--- config.mk ---
export PLATFORM = sky130hd
export DESIGN_NAME = uart_rx_core
export DESIGN_NICKNAME = d
export VERILOG_FILES = /design/src/rtl/uart_rx_core.sv
export SDC_FILE = /design/constraint.sdc
export NUM_CORES = 1
export LEC_CHECK = 0
export ABC_AREA = 1
export CORE_ASPECT_RATIO = 1.75
export CORE_MARGIN = 4
export CORE_UTILIZATION = 30
export CTS_CLUSTER_SIZE = 40
export DETAILED_ROUTE_END_ITERATION = 8
export PLACE_DENSITY = 0.52
export RECOVER_POWER = 25
export SLEW_MARGIN = 10
export SYNTH_ARGS = -nofsm -noshare
export SYNTH_HDL_FRONTEND = slang
export SYNTH_SLANG_ARGS = --single-unit
--- constraint.sdc ---
create_clock -name clk -period 1.6 [get_ports clk]
set_clock_uncertainty 0.1 [all_clocks]
set_input_delay 0.32 -clock clk [delete_from_list [all_inputs] [get_ports clk]]
set_output_delay 0.32 -clock clk [all_outputs]
set_load 0.01 [all_outputs]
--- src/rtl/uart_rx_core.sv ---
// Oversampling UART receiver: 2-flop synchronizer, 3-sample majority vote, LSB-first deserializer.
// Optional saturating error counter on err_count when UART_RX_ERR_CNT_EN is defined.
module uart_rx_core #(
  parameter int DATA_WIDTH = 8,
  parameter int OVERSAMPLE = 8
) (
  input  logic                  clk,
  input  logic                  rst,
  input  logic                  rx_in,
  input  logic                  parity_en,
  input  logic                  parity_type,
  output logic [DATA_WIDTH-1:0] p_data,
  output logic                  data_valid,
  output logic                  parity_error,
  output logic                  framing_error,
  output logic                  busy
`ifdef UART_RX_ERR_CNT_EN
  ,
  output logic [7:0]            err_count
`endif
);

  // state  | meaning
  // IDLE   | line idle, waiting for an armed falling edge
  // START  | qualifying the start bit (glitch -> IDLE)
  // DATA   | shifting in DATA_WIDTH bits, LSB first
  // PARITY | checking the parity bit
  // STOP   | sampling the stop bit, issuing the result pulse
  typedef enum logic [2:0] {IDLE, START, DATA, PARITY, STOP} state_e;

  localparam int EW = $clog2(OVERSAMPLE);
  localparam int BW = (DATA_WIDTH > 1) ? $clog2(DATA_WIDTH) : 1;
  localparam logic [EW-1:0] SAMP0     = EW'(OVERSAMPLE/2 - 3);
  localparam logic [EW-1:0] SAMP1     = EW'(OVERSAMPLE/2 - 2);
  localparam logic [EW-1:0] DECIDE    = EW'(OVERSAMPLE/2 - 1);
  localparam logic [EW-1:0] LAST_EDGE = EW'(OVERSAMPLE - 1);
  localparam logic [BW-1:0] LAST_BIT  = BW'(DATA_WIDTH - 1);

  state_e                state_q, state_d;
  logic                  sync1_q, sync1_d;
  logic                  rx_s_q, rx_s_d;
  logic [EW-1:0]         edge_cnt_q, edge_cnt_d;
  logic [BW-1:0]         bit_cnt_q, bit_cnt_d;
  logic [1:0]            samp_q, samp_d;
  logic [DATA_WIDTH-1:0] shift_q, shift_d;
  logic                  par_en_q, par_en_d;
  logic                  par_type_q, par_type_d;
  logic                  perr_q, perr_d;
  logic                  armed_q, armed_d;
  logic [DATA_WIDTH-1:0] p_data_q, p_data_d;
  logic                  data_valid_q, data_valid_d;
  logic                  parity_error_q, parity_error_d;
  logic                  framing_error_q, framing_error_d;

  logic decide;
  logic bit_end;
  logic bit_val;

  assign decide  = (edge_cnt_q == DECIDE);
  assign bit_end = (edge_cnt_q == LAST_EDGE);
  // Third vote is the live synchronized sample taken at the decision point.
  assign bit_val = (samp_q[0] & samp_q[1]) | (samp_q[0] & rx_s_q) | (samp_q[1] & rx_s_q);

  always_comb begin
    sync1_d         = rx_in;
    rx_s_d          = sync1_q;
    state_d         = state_q;
    edge_cnt_d      = edge_cnt_q;
    bit_cnt_d       = bit_cnt_q;
    samp_d          = samp_q;
    shift_d         = shift_q;
    par_en_d        = par_en_q;
    par_type_d      = par_type_q;
    perr_d          = perr_q;
    armed_d         = armed_q;
    p_data_d        = p_data_q;
    data_valid_d    = 1'b0;
    parity_error_d  = 1'b0;
    framing_error_d = 1'b0;

    if (state_q != IDLE) begin
      edge_cnt_d = bit_end ? '0 : edge_cnt_q + EW'(1);
      if (edge_cnt_q == SAMP0) samp_d[0] = rx_s_q;
      if (edge_cnt_q == SAMP1) samp_d[1] = rx_s_q;
    end

    case (state_q)
      IDLE: begin
        edge_cnt_d = '0;
        bit_cnt_d  = '0;
        if (rx_s_q) begin
          armed_d = 1'b1;
        end else if (armed_q) begin
          state_d    = START;
          par_en_d   = parity_en;
          par_type_d = parity_type;
          perr_d     = 1'b0;
        end
      end
      START: begin
        if (decide && bit_val) begin
          state_d    = IDLE;
          edge_cnt_d = '0;
        end else if (bit_end) begin
          state_d   = DATA;
          bit_cnt_d = '0;
        end
      end
      DATA: begin
        if (decide) shift_d = {bit_val, shift_q[DATA_WIDTH-1:1]};
        if (bit_end) begin
          if (bit_cnt_q == LAST_BIT) begin
            bit_cnt_d = '0;
            state_d   = par_en_q ? PARITY : STOP;
          end else begin
            bit_cnt_d = bit_cnt_q + BW'(1);
          end
        end
      end
      PARITY: begin
        if (decide && (bit_val != (^shift_q ^ par_type_q))) perr_d = 1'b1;
        if (bit_end) state_d = STOP;
      end
      STOP: begin
        // Leave mid-stop-bit so a back-to-back start edge is caught on time.
        if (decide) begin
          state_d    = IDLE;
          edge_cnt_d = '0;
          if (!bit_val) begin
            framing_error_d = 1'b1;
            armed_d         = 1'b0;
          end else if (perr_q) begin
            parity_error_d = 1'b1;
          end else begin
            data_valid_d = 1'b1;
            p_data_d     = shift_q;
          end
        end
      end
      default: state_d = IDLE;
    endcase
  end

  always_ff @(posedge clk or negedge rst) begin
    if (!rst) begin
      state_q         <= IDLE;
      sync1_q         <= 1'b1;
      rx_s_q          <= 1'b1;
      edge_cnt_q      <= '0;
      bit_cnt_q       <= '0;
      samp_q          <= '0;
      shift_q         <= '0;
      par_en_q        <= 1'b0;
      par_type_q      <= 1'b0;
      perr_q          <= 1'b0;
      armed_q         <= 1'b1;
      p_data_q        <= '0;
      data_valid_q    <= 1'b0;
      parity_error_q  <= 1'b0;
      framing_error_q <= 1'b0;
    end else begin
      state_q         <= state_d;
      sync1_q         <= sync1_d;
      rx_s_q          <= rx_s_d;
      edge_cnt_q      <= edge_cnt_d;
      bit_cnt_q       <= bit_cnt_d;
      samp_q          <= samp_d;
      shift_q         <= shift_d;
      par_en_q        <= par_en_d;
      par_type_q      <= par_type_d;
      perr_q          <= perr_d;
      armed_q         <= armed_d;
      p_data_q        <= p_data_d;
      data_valid_q    <= data_valid_d;
      parity_error_q  <= parity_error_d;
      framing_error_q <= framing_error_d;
    end
  end

  assign p_data        = p_data_q;
  assign data_valid    = data_valid_q;
  assign parity_error  = parity_error_q;
  assign framing_error = framing_error_q;
  assign busy          = (state_q != IDLE);

`ifdef UART_RX_ERR_CNT_EN
  logic [7:0] err_cnt_q, err_cnt_d;

  always_comb begin
    err_cnt_d = err_cnt_q;
    if ((parity_error_d || framing_error_d) && (err_cnt_q != 8'hFF)) err_cnt_d = err_cnt_q + 8'd1;
  end

  always_ff @(posedge clk or negedge rst) begin
    if (!rst) err_cnt_q <= '0;
    else      err_cnt_q <= err_cnt_d;
  end

  assign err_count = err_cnt_q;
`endif

endmodule
==> run summary <==
================================================================================
Power density over the cells                                        1430 nW/um^2
Final critical-path required period                                      1560 ps
Placement-stage worst setup slack                                       -38.8 ps
Post-route DRC violation count                                                 0
Area share of the leading cell type in the synthesized netlist             0.451
Wire length of the first global-routing pass                             6.82 mm
Largest net degree at the start of global routing                             23
Critical Path Max Stage Delay                                             540 ps
Number of library cell types mapped by synthesis                              27
Quantity of I/O buffers inserted on ports                                     16
CP Buf/Inv Count                                                               2
Fraction of final layout cells with drive strength greater than 1          0.250
Horizontal die dimension                                                 67.1 um
Synth Flop Type                                                          dfrtp_1
Most common cell after layout, fill and taps aside                       nand2_1
Number of H-tree levels                                                        2
Fraction of the cycle the final worst path needs                           0.972
Crit end category                                                           flop
Family with the most delay on the worst path                          flip-flops
Number of synthesized register bits                                           36
Total global routing track utilization                                     0.121
Ordered list of cells on the worst path                             nand2_1 -> nand2_2 -> nand2_2 -> inv_4 -> nand2_4 -> buf_4 -> a22oi_2 -> a211oi_1
Max-cap viol count                                                             0
Final HPWL from detailed placement                                       2.95 mm
RSZ-0062 raised after global routing                                         yes
Residual antenna-violating net count after detailed routing                    0
Count of final setup violators                                                 0
Required time of the worst setup path                                    1660 ps
Boundary pin count                                                            17
Floorplan die area                                                     7470 um^2
Vias in the first global route                                              1525
Layout Area Growth over Synthesis                                          31.1%
Detailed-route wire length per cell                                      11.7 um
Total clock sinks                                                             36
Net count after synthesis                                                    229
Normalized max-slew margin                                                 0.442
Post-Route Utilization                                                     0.405
Initial core utilization                                                   0.309
Peak supply drop                                                        0.669 mV
First-iteration detailed-routing DRC count                                   110
Clock-pin transition on the worst setup and hold timing paths              70 ps
Setup slack of the worst register-to-register path                         40 ps
Sequential area share after synthesis                                      0.494
Result of the run                                                   finished clean
# diodes                                                                       0
Hold/Removal Path Class                                             flop to flop
Post-placement cell area                                               2200 um^2
Leading cell types by total area after synthesis                    dfrtp_1, nand2_1, inv_1
Post-synth design cell area                                            1830 um^2
Drt first pass iters                                                           4
Post-route total power                                                   3430 uW
EDFF count, synth                                                              0
Placeable core region                                                  5930 um^2
Commonest non-fill, non-tap cells in the layout                     nand2_1, dfrtp_1, inv_1
Critical path data arrival time                                          1620 ps
Critical Path Fanout Max                                                       4
Slowest CP cell                                                          dfstp_2
WL final                                                                 3.89 mm
Leftover overflow at the end of global routing                                 0
Crit-path most repeated cell                                             nand2_2
Number of warnings reported in the yosys synthesis log                         0
Detailed-route via count                                                    1499
Number of vias per cell                                                     4.49
Vertical extent of the die                                                111 um
Number of hold-slack violations in the final timing report                     0
Minimum hold slack                                                        258 ps
# nets final                                                                 267
Cell accounting for the most synthesized area                            dfrtp_1
GP Congestion                                                              0.828
Maximum count of clock buffers along a single path                             2
Placement Rows                                                                37
Post-route cell area                                                   2400 um^2
Number of antenna violations at the first check in global routing              0
CTS tree                                                                     yes
Critical setup path kind                                            flop to flop
Post-Synthesis Mean Instance Area                                      8.44 um^2
Standby leakage power                                                 0.00119 uW
Slew Viols, Final                                                              0
Element type at the critical path start                                     flop
Transition at the pin with the smallest max-transition slack              837 ps
CTS Root Cell                                                           clkbuf_8
Share of flip-flops with an asynchronous set or reset                       1.00
Number of standard cells after synthesis                                     217
Maximum clock frequency                                                  643 MHz
Final Worst Setup Slack                                                  44.0 ps
Total clock buffers created by CTS                                             5
Clock network latency to the later pin of the worst-skew pair             290 ps
================================================================================
==> cell usage after synthesis (2+ instances only) <==
| cell type | n |
|---|---|
| dfstp_2 | 3 |
| nand2_1 | 66 |
| o211ai_1 | 2 |
| nor2_2 | 2 |
| a22oi_1 | 2 |
| nor2_1 | 8 |
| nor3_1 | 2 |
| nand2_2 | 6 |
| ha_1 | 7 |
| inv_1 | 28 |
| dfrtp_1 | 33 |
| o21ai_0 | 17 |
| a211oi_1 | 3 |
| nand3_1 | 10 |
| o21ai_2 | 9 |
| a21oi_1 | 8 |
==> routing by layer <==
| metal | track usage | part of all wire | vias to the layer above | routed length, um |
|---|---|---|---|---|
| li1 | - | - | 768 | - |
| met1 | 0.122 | 0.37 | 692 | 1440 |
| met2 | 0.215 | 0.56 | 30 | 2170 |
| met3 | 0.0252 | 0.032 | 9 | 126 |
| met4 | 0.0759 | 0.040 | 0 | 154 |
| met5 | 0 | 0 | - | 0 |
==> state kept, by name (all words and copies together), names as in the netlist, 2 cells and up <==
name / flops
bit_cnt_q: 3
edge_cnt_q: 3
p_data: 8
samp_q: 2
shift_q: 8
state_q: 3
==> worst paths after layout <==
check                                  from                       end  cells past startpoint
max                        rx_s_q$_DFF_PN1_   edge_cnt_q[2]$_DFF_PN0_                      8
min                        rx_s_d$_DFF_PN1_          rx_s_q$_DFF_PN1_                      0
max reg2reg                rx_s_q$_DFF_PN1_   edge_cnt_q[2]$_DFF_PN0_                      8
min reg2reg                rx_s_d$_DFF_PN1_          rx_s_q$_DFF_PN1_                      0
max in group asynchronous               rst  bit_cnt_q[0]$_DFFE_PN0P_                      3
min in group asynchronous               rst    shift_q[5]$_DFFE_PN0P_                      2
==> worst register-to-register path, stage by stage, from the launching register on <==
cell and delay [ps]:
dfstp_2 540, nand2_1 60, nand2_2 70, nand2_2 70
inv_4 80, nand2_4 70, buf_4 140, a22oi_2 220
a211oi_1 80
==> area by class of cell <==
type                            instances  area [um^2]
Clock inverter                          2         35.0
Fill cell                             628         3520
Tap cell                               78         97.6
Multi-Input combinational cell        148          875
Sequential cell                        36          905
Clock buffer                            6         72.6
Inverter                               30          120
Timing Repair Buffer                   34          298
==> stage by stage <==
stage	setup TNS (ps)	instances
final	0	334
after global routing	-1360	334
after CTS	0	333
after detailed placement	-277	323
after global placement	-22.9	323
after floorplan	0	217
==> kinds of logic (layout without fill, tap and decap cells) <==
group,Yosys count,count (layout),share of synthesized area
adder cells (fa/ha/maj),7,7,0.0478
AO/OA/AOI/OAI,42,42,0.143
AND/OR/NAND/NOR,99,99,0.240
buffers and inverters,33,72,0.0758
flip-flops,36,36,0.494
==> timing repair <==
item	CTS	global route
pin swaps	1	5
hold buffers	1	0
setup endpoints to repair	26	21
endpoints found under the hold margin	11	0
gates resized for setup	16	21
setup buffers	1	1
==> report_power, final <==
group	switching, uW	internal, uW	total (uW)
Combinational	812	601	1410
Clock	334	463	797
Sequential	129	1090	1220
Total	1270	2160	3430
Note: power is estimated with default switching activity, not from simulation.
